[src/rtl/host_pkg.sv]
// rtl/host_pkg.sv - register offsets, error read value and command direction for the host register slave
package host_pkg;
    localparam logic [31:0] ID_OFS      = 32'h0000_0000;
    localparam logic [31:0] STATUS_OFS  = 32'h0000_0004;
    localparam logic [31:0] WR_CNT_OFS  = 32'h0000_0008;
    localparam logic [31:0] ERR_CNT_OFS = 32'h0000_000C;
    localparam logic [31:0] CFG_BASE    = 32'h0000_0010;
    localparam logic [31:0] BAD_DATA    = 32'hDEAD_BEEF;

    typedef enum logic {
        HOST_RD = 1'b0,
        HOST_WR = 1'b1
    } host_rw_e;
endpackage

[src/rtl/host_if.sv]
// rtl/host_if.sv - single-cycle host command strobe with pipelined read return
interface host_if;
    logic        cmd_vld;
    logic [31:0] addr;
    logic [31:0] data_w;
    logic        rw;
    logic [31:0] data_r;
    logic        rd_vld;

    modport master (output cmd_vld, addr, data_w, rw, input data_r, rd_vld);
    modport slave  (input cmd_vld, addr, data_w, rw, output data_r, rd_vld);
endinterface

[src/rtl/host_rd_pipe.sv]
// rtl/host_rd_pipe.sv - fixed-latency valid+data pipeline; last stage holds the most recent returned data
module host_rd_pipe #(
    parameter int RD_LAT = 2,
    parameter int W      = 32
) (
    input  logic         clk,
    input  logic         rst_n,
    input  logic         in_vld,
    input  logic [W-1:0] in_data,
    output logic         out_vld,
    output logic [W-1:0] out_data
);
    logic [RD_LAT-1:0]        vld_q;
    logic [RD_LAT-1:0][W-1:0] data_q;

    // Data stages only load behind a valid bit, so the final stage keeps the last read value.
    always_ff @(posedge clk or negedge rst_n) begin
        if (!rst_n) begin
            vld_q  <= '0;
            data_q <= '0;
        end else begin
            vld_q[0] <= in_vld;
            if (in_vld) data_q[0] <= in_data;
            for (int k = 1; k < RD_LAT; k++) begin
                vld_q[k] <= vld_q[k-1];
                if (vld_q[k-1]) data_q[k] <= data_q[k-1];
            end
        end
    end

    assign out_vld  = vld_q[RD_LAT-1];
    assign out_data = data_q[RD_LAT-1];
endmodule

[src/rtl/host_reg_slave.sv]
// rtl/host_reg_slave.sv - host command decoder and register bank; HOST_SLV_ERR_CNT_EN adds the ERR_CNT register
module host_reg_slave #(
    parameter int          NUM_CFG = 4,
    parameter int          RD_LAT  = 2,
    parameter logic [31:0] ID_VAL  = 32'h5AB0_0001
) (
    input  logic                   clk,
    input  logic                   rst_n,
    host_if.slave                  host,
    input  logic [31:0]            sts_i,
    output logic [NUM_CFG*32-1:0]  cfg_o
);
    import host_pkg::*;

    localparam int          IW        = (NUM_CFG > 1) ? $clog2(NUM_CFG) : 1;
    localparam logic [29:0] NUM_CFG_W = 30'(NUM_CFG);

    logic [NUM_CFG-1:0][31:0] cfg_q;
    logic [31:0]              wr_cnt;
    logic [31:0]              cfg_ofs;
    logic                     cfg_hit;
    logic [IW-1:0]            cfg_idx;
    logic [31:0]              rd_data;
    logic                     is_rd;
    logic                     is_wr;
    logic                     wr_acc;

`ifdef HOST_SLV_ERR_CNT_EN
    logic [15:0] err_cnt;
    logic        rd_map;
    logic        bad_op;
`endif

    always_comb begin
        cfg_ofs = host.addr - CFG_BASE;
        cfg_hit = (host.addr[1:0] == 2'b00) && (host.addr >= CFG_BASE) &&
                  (cfg_ofs[31:2] < NUM_CFG_W);
        cfg_idx = cfg_ofs[IW+1:2];
        rd_data = BAD_DATA;
        if (cfg_hit) begin
            rd_data = cfg_q[cfg_idx];
        end else begin
            case (host.addr)
                ID_OFS:      rd_data = ID_VAL;
                STATUS_OFS:  rd_data = sts_i;
                WR_CNT_OFS:  rd_data = wr_cnt;
`ifdef HOST_SLV_ERR_CNT_EN
                ERR_CNT_OFS: rd_data = {16'h0000, err_cnt};
`endif
                default:     rd_data = BAD_DATA;
            endcase
        end
    end

    assign is_rd  = host.cmd_vld && (host_rw_e'(host.rw) == HOST_RD);
    assign is_wr  = host.cmd_vld && (host_rw_e'(host.rw) == HOST_WR);
    assign wr_acc = is_wr && cfg_hit;

    always_ff @(posedge clk or negedge rst_n) begin
        if (!rst_n) begin
            cfg_q  <= '0;
            wr_cnt <= '0;
        end else if (wr_acc) begin
            cfg_q[cfg_idx] <= host.data_w;
            wr_cnt         <= wr_cnt + 32'd1;
        end
    end

`ifdef HOST_SLV_ERR_CNT_EN
    assign rd_map = cfg_hit ||
                    (host.addr inside {ID_OFS, STATUS_OFS, WR_CNT_OFS, ERR_CNT_OFS});
    // Every write outside CFG is an error, including writes to read-only registers.
    assign bad_op = (is_rd && !rd_map) || (is_wr && !cfg_hit);

    always_ff @(posedge clk or negedge rst_n) begin
        if (!rst_n)
            err_cnt <= '0;
        else if (bad_op && (err_cnt != 16'hFFFF))
            err_cnt <= err_cnt + 16'd1;
    end
`endif

    host_rd_pipe #(.RD_LAT(RD_LAT), .W(32)) u_rd_pipe (
        .clk      (clk),
        .rst_n    (rst_n),
        .in_vld   (is_rd),
        .in_data  (rd_data),
        .out_vld  (host.rd_vld),
        .out_data (host.data_r)
    );

    assign cfg_o = cfg_q;
endmodule
[src/flat_wrapper.sv]
// flat-port wrapper written by rule: the top's interface ports become plain ports
module host_reg_slave_flat import host_pkg::*;
#(
    parameter int          NUM_CFG = 4,
    parameter int          RD_LAT  = 2,
    parameter logic [31:0] ID_VAL  = 32'h5AB0_0001
)
  (clk, rst_n, sts_i, cfg_o, host_cmd_vld, host_addr, host_data_w, host_rw, host_data_r, host_rd_vld);
  host_if host_i ();
  input  logic clk;
  input  logic rst_n;
  input  logic [31:0] sts_i;
  output logic [NUM_CFG*32-1:0] cfg_o;
  input wire logic [$bits(host_i.cmd_vld)-1:0] host_cmd_vld;
  input wire logic [$bits(host_i.addr)-1:0] host_addr;
  input wire logic [$bits(host_i.data_w)-1:0] host_data_w;
  input wire logic [$bits(host_i.rw)-1:0] host_rw;
  output wire logic [$bits(host_i.data_r)-1:0] host_data_r;
  output wire logic [$bits(host_i.rd_vld)-1:0] host_rd_vld;
  assign host_i.cmd_vld = host_cmd_vld;
  assign host_i.addr = host_addr;
  assign host_i.data_w = host_data_w;
  assign host_i.rw = host_rw;
  assign host_data_r = host_i.data_r;
  assign host_rd_vld = host_i.rd_vld;
  host_reg_slave #(.NUM_CFG(NUM_CFG), .RD_LAT(RD_LAT), .ID_VAL(ID_VAL)) u_core (.clk(clk), .rst_n(rst_n), .host(host_i), .sts_i(sts_i), .cfg_o(cfg_o));
endmodule
[config.mk]
export PLATFORM = sky130hd
export DESIGN_NAME = host_reg_slave_flat
export DESIGN_NICKNAME = d
export VERILOG_FILES = /design/src/rtl/host_pkg.sv /design/src/rtl/host_if.sv /design/src/rtl/host_rd_pipe.sv /design/src/rtl/host_reg_slave.sv /design/src/flat_wrapper.sv
export SDC_FILE = /design/constraint.sdc
export NUM_CORES = 1
export LEC_CHECK = 0
export CORE_AREA = 8 8 199 201
export CTS_BUF_LIST = sky130_fd_sc_hd__clkbuf_2 sky130_fd_sc_hd__clkbuf_4 sky130_fd_sc_hd__clkbuf_8
export CTS_CLUSTER_SIZE = 14
export DETAILED_ROUTE_END_ITERATION = 8
export DIE_AREA = 0 0 207 209
export SETUP_SLACK_MARGIN = 0.02
export SLEW_MARGIN = 5
export SYNTH_ARGS = -nofsm -noshare
export SYNTH_HDL_FRONTEND = slang
export SYNTH_SLANG_ARGS = --single-unit
[constraint.sdc]
create_clock -name clk -period 4.11 [get_ports clk]
set_input_delay 0.6165 -clock clk [delete_from_list [all_inputs] [get_ports clk]]
set_output_delay 0.6165 -clock clk [all_outputs]
set_load 0.01 [all_outputs]
Yosys cells after proc, flatten, opt, wreduce, memory -nomap -nowiden
Index checks and enable logic that the tools add are counted.

Order comparisons: 4. Add/sub/neg operators: 2. Equal/unequal tests: 2. Reductions and logical operators: 8. Mux-type cells: 7. Bitwise operators: 1.

Operators by type and width (count): $bwmux W128 (1); $mux W32 (3); $pmux W32 S3 (1); $bmux W32 S2 (1); $demux W32 S2 (1); $add A32 B1 Y32 const B (1); $eq A32 B3 Y1 const B (1); $eq A32 B4 Y1 const B (1); $ge A32 B5 Y1 const B (1); $logic_not A32 Y1 (1); $sub A32 B5 Y32 const B (1); $lt A30 B3 Y1 const B (1); $logic_and A1 B1 Y1 (6); $lt A2 B3 Y1 const B (1); $ge A2 B1 Y1 const B (1); $logic_not A2 Y1 (1); $not A1 Y1 (1).

Logic and storage cells: 32. Register bits: 226. Output and inout bits: 161.

Longest topological paths before layout
Depth in word-level cells: 6. Mapped depth: 8. Gate-level depth less buffers: 6.

Modules after synthesis
From an unflattened synthesis, not the netlist that was laid out.

Cell total of the unflattened synthesis: 808. Area total of the unflattened synthesis: 10941.7 sq um.

By module, submodules not included: host_reg_slave (cells each 638, area an instance 7961.4 sq um, instances 1); host_rd_pipe (cells each 170, area an instance 2980.4 sq um, instances 1).

Worst setup path before layout
Ideal clock, no wire load.

Kind: input to register. From: in host_addr[5]. To: reg u_core.cfg_q, in the netlist u_core.cfg_o[33]. Buffers on the path: 2. Setup time: 0.125 ns. Path slack: 1.314 ns. Arrival: 2.671 ns. Stages: 8. Cell sequence: nor4_4 > nand4_4 > a2111oi_4 > o211ai_2 > or3_1 > buf_2 > buf_6 > mux2_4.

Longest elaborated chain between the ends: 4.

RTL lines: start: declaration (line flat_wrapper.sv:15) `input wire logic [$bits(host_i.addr)-1:0] host_addr;`; $sub A32 B5 Y32 or $ge A32 B5 Y1 (tied branches) (line host_reg_slave.sv:35, host_reg_slave.sv:36); $lt A30 B3 Y1 or $logic_and A1 B1 Y1 (tied branches) (line host_reg_slave.sv:37, host_reg_slave.sv:36); $logic_and A1 B1 Y1 (*) (line host_reg_slave.sv:36) `cfg_hit = (host.addr[1:0] == 2'b00) && (host.addr >= CFG_BASE) &&`; $logic_and A1 B1 Y1 (*) (line host_reg_slave.sv:57) `assign wr_acc = is_wr && cfg_hit;`; end signal: indexed assignment (line host_reg_slave.sv:64) `cfg_q[cfg_idx] <= host.data_w;`; end: declaration (line host_reg_slave.sv:18) `logic [NUM_CFG-1:0][31:0] cfg_q;`.

Every way passes the cells marked *; elsewhere a longest branch is shown, timed or not. A chain may end at the register's enable or synchronous reset.

Worst setup path in the final report
From: in host_addr[8]. To: reg u_core.cfg_q, in the netlist u_core.cfg_o[35].

The elaborated chain is that of the path after synthesis.

==> reports/qor.log <==
[status] run status complete, no violations
[timing] Total Negative Setup Slacks 0 ps
[setup_path] endpoint type of the worst setup path flip-flop
[logic_synthesis] synth unique cells 44
[timing] Fin Hold WS 116 ps
[routing] initial drt markers 456
[setup_path] Setup Crit Path Kind input pin to flip-flop
[grt] via count of the first global-routing pass 8114
[logic_synthesis] top cells by area in the synthesized netlist sky130_fd_sc_hd__dfrtp_1, sky130_fd_sc_hd__mux2_4, sky130_fd_sc_hd__mux2_2, sky130_fd_sc_hd__mux4_2, sky130_fd_sc_hd__mux2_1
[logic_synthesis] Synth area leader sky130_fd_sc_hd__dfrtp_1
[power] Comb pwr share 0.112
[timing] final critical path time including I/O delays and setup 3140 ps
[floorplan] die boundary height 209 um
[timing] tightest slew margin relative to the limit 0.493
[cts] clock slew at the register clock pins of the worst setup and hold paths 60 ps
[grt] Remaining Overflow, GRT 0
[logic_synthesis] synth cell count leaders sky130_fd_sc_hd__dfrtp_1, sky130_fd_sc_hd__nand2_1, sky130_fd_sc_hd__mux2_2
[place] number of buffers inserted by port buffering 260
[logic_synthesis] share of the synthesized area in the top cell type 0.523
[floorplan] Core Area 36300 sq um
[setup_path] top cell family by delay on the critical path simple AND/OR/NAND/NOR gates
[floorplan] # IOs 261
[setup_path] CP Data Arrival Time 3530 ps
[power] portion of total power attributed to sequential cells 0.474
[timing] number of slew-limit violations in the final report 0
[power] clock share of power 0.414
[logic_synthesis] Seq cells post-synth 226
[setup_path] number of buffer and inverter instances along the worst setup path 2
[floorplan] chip width 207 um
[cts] clock latency on the worst-skew pair 510 ps
[cts] clock buffers created by TritonCTS 40
[run] max-cap violations 0
[final_layout] area grow syn2layout 33.9%
[routing] average detailed-routed wire length per instance 21.9 um
[logic_synthesis] dominant cell by count in the synthesized netlist sky130_fd_sc_hd__dfrtp_1
[routing] average via count per standard cell 4.85
[cts] hold buffers post-CTS 0
[timing] final clock skew 12.3 ps
[floorplan] initial standard-cell utilization of the core 0.298
[timing] top achievable clock speed 0.319 GHz
[timing] final worst-path cycle share 0.763
[final_layout] share of post-route cells with drive strength above 1 0.241
[place] DP Wirelength 23900 um
[timing] setup repair after global routing missed its margin no
[floorplan] die area 43300 sq um
[power] Leak Pwr 6.58 nW
[timing] measured slew at the worst slew-check pin 760 ps
[place] final weighted congestion in routability-driven placement 0.812
[cts] total clock sinks 226
[cts] TritonCTS clock tree built
[hold_path] worst min-delay path class input pin to async pin
[logic_synthesis] cell count after synthesis 826
[logic_synthesis] Mapped Nets 927
[cts] Resized cells post-CTS 0
[grt] maximum number of pins on one net before global-route repair 97
[logic_synthesis] portion of the post-synthesis area used by sequential elements 0.523
[routing] number of iterations in the first detailed-routing pass 4
[routing] vias after detailed routing 7519
[logic_synthesis] synthesized area per cell 13.1 sq um
[setup_path] CP max stage delay 650 ps
[logic_synthesis] number of flops mapped to enable cells by yosys 0
[logic_synthesis] total number of yosys warnings 0
[floorplan] row cnt 70
[power] total power density per cell area 348 nW/um^2
[cts] post-CTS setup buffers 0
[routing] # DRC 0
[logic_synthesis] predominant post-synthesis flop cell sky130_fd_sc_hd__dfrtp_1
[final_layout] NumNets Final 1159
[grt] aggregate global-route resource usage 0.154
[setup_path] cell-by-cell trace of the critical path clkdlybuf4s50_1 -> nor4_4 -> nand4_1 -> a2111oi_4 -> o211ai_4 -> or3_2 -> buf_12 -> mux2_4
[timing] hold violation total from the final report 0
[logic_synthesis] share of flip-flops with an asynchronous set or reset after synthesis 1.00
[grt] antenna violations before repair 2
[grt] global-route wire length before repair 52200 um
[logic_synthesis] netlist area before placement 10800 sq um
[setup_path] biggest fanout along the worst timing path 20
[routing] number of nets with antenna violations after detailed routing 0
[routing] total wire length 33900 um
[cts] Clock Tree Buf Depth 3
[setup_path] slowest cell on the critical path sky130_fd_sc_hd__or3_2
[setup_path] critical path data required time 4500 ps
[power] fraction of power spent switching nets 0.241
[power] sw power 1.21 mW
[setup_path] startpoint type of the worst setup path input pin
[power] Power Internal 3.82 mW
[power] Max VDD drop 174 uV
[cts] Root Driver sky130_fd_sc_hd__clkbuf_8
[cts] H-tree level count 2
[timing] # setup viols final 0
layout make-up:
type / count / area (sq um)
clock buffer: 57 / 728
tap: 468 / 586
multi-input combinational: 507 / 4640
antenna: 1 / 2.50
inverter: 8 / 30.0
timing repair buffer: 275 / 2780
sequential: 226 / 5660
clock inverter: 7 / 60.1
fill: 3474 / 21800
registers in the layout, summed over array words and instances, names as in the netlist:
| register | cells |
|---|---|
| u_core.cfg_o | 128 |
| u_core.u_rd_pipe.data_q | 32 |
| u_core.u_rd_pipe.out_data | 32 |
| u_core.u_rd_pipe.vld_q | 2 |
| u_core.wr_cnt | 32 |
cells by family (layout without fill, tap and decap cells):
| group | after synthesis | count (layout) | share of synthesized area |
|---|---|---|---|
| buffers and inverters | 93 | 347 | 0.0506 |
| AO/OA/AOI/OAI | 102 | 102 | 0.0564 |
| AND/OR/NAND/NOR | 178 | 178 | 0.0866 |
| XOR/XNOR | 33 | 33 | 0.0267 |
| adder cells (fa/ha/maj) | 1 | 1 | 0.00116 |
| multiplexers | 193 | 193 | 0.255 |
| flip-flops | 226 | 226 | 0.523 |
| other | 0 | 1 | 0 |
power by group through the flow:
stage               clock [mW]  sequential [mW]  combinational, mW
finish                    2.09             2.39              0.562
global route              2.26             2.40              0.609
CTS                       2.17             2.39              0.577
detailed placement           0             2.43              0.574
global placement             0             2.42              0.572
floorplan                    0             2.40              0.303
metrics by stage:
stage	util	instances	total power [mW]	setup slack (ps)	area, sq um
after global placement	0.377	1484	3.00	477	13700
final	0.399	1549	5.03	972	14500
after floorplan	-	826	2.71	1310	10800
after detailed placement	0.377	1484	3.00	413	13700
after CTS	0.399	1548	5.13	973	14500
after global routing	0.399	1548	5.27	821	14500
placed cells by master, fill, tap and decap left out, types with 5 or more instances in the layout:
master                            count
sky130_fd_sc_hd__dfrtp_1            226
sky130_fd_sc_hd__clkbuf_8            48
sky130_fd_sc_hd__clkdlybuf4s50_1    257
sky130_fd_sc_hd__mux2_2              69
sky130_fd_sc_hd__nor3_1              16
sky130_fd_sc_hd__buf_4               11
sky130_fd_sc_hd__a31oi_1             19
sky130_fd_sc_hd__mux4_2              32
sky130_fd_sc_hd__o22ai_1              7
sky130_fd_sc_hd__a22o_1               6
sky130_fd_sc_hd__inv_1                7
sky130_fd_sc_hd__xnor2_1              6
sky130_fd_sc_hd__nand4_1              8
sky130_fd_sc_hd__nor2_1              15
sky130_fd_sc_hd__nand2_1             78
sky130_fd_sc_hd__nor4_1               9
sky130_fd_sc_hd__o21ai_0             43
sky130_fd_sc_hd__buf_12               5
sky130_fd_sc_hd__clkinv_2             6
sky130_fd_sc_hd__nand3_1              9
sky130_fd_sc_hd__a21oi_1             22
sky130_fd_sc_hd__nand2b_1            11
sky130_fd_sc_hd__mux2_4              60
sky130_fd_sc_hd__xor2_1              27
sky130_fd_sc_hd__clkbuf_4             9
sky130_fd_sc_hd__mux2_1              32
worst register-to-register path, delay by kind of cell, from the launching register on:
kind	cells	cell delay [ps]
simple gates	5	1710
flops	1	430
xor+xnor	1	160
worst paths after layout:
check,startpoint,end,slack (ps),cells after the start
worst max-delay path,host_addr[8],u_core.cfg_o[35]$_DFFE_PN0P_,970,8
worst min-delay path,rst_n,u_core.cfg_o[105]$_DFFE_PN0P_,120,1
worst max register to register,u_core.wr_cnt[7]$_DFFE_PN0P_,u_core.wr_cnt[30]$_DFFE_PN0P_,1740,6
worst min register to register,u_core.wr_cnt[31]$_DFFE_PN0P_,u_core.wr_cnt[31]$_DFFE_PN0P_,470,1
max in group asynchronous,rst_n,u_core.u_rd_pipe.out_data[27]$_DFFE_PN0P_,3110,2
min in group clk,u_core.wr_cnt[31]$_DFFE_PN0P_,u_core.wr_cnt[31]$_DFFE_PN0P_,470,1
per-layer routing:
| layer | vias up | global-route usage | part of all wire |
|---|---|---|---|
| met3 | 53 | 0.0376 | 0.063 |
| met4 | 2 | 0.0471 | 0.024 |
| li1 | 3402 | - | - |
| met2 | 236 | 0.242 | 0.46 |
| met5 | - | 0 | 0.00047 |
| met1 | 3826 | 0.206 | 0.45 |
No activity file was read; power rests on OpenSTA's default activity.
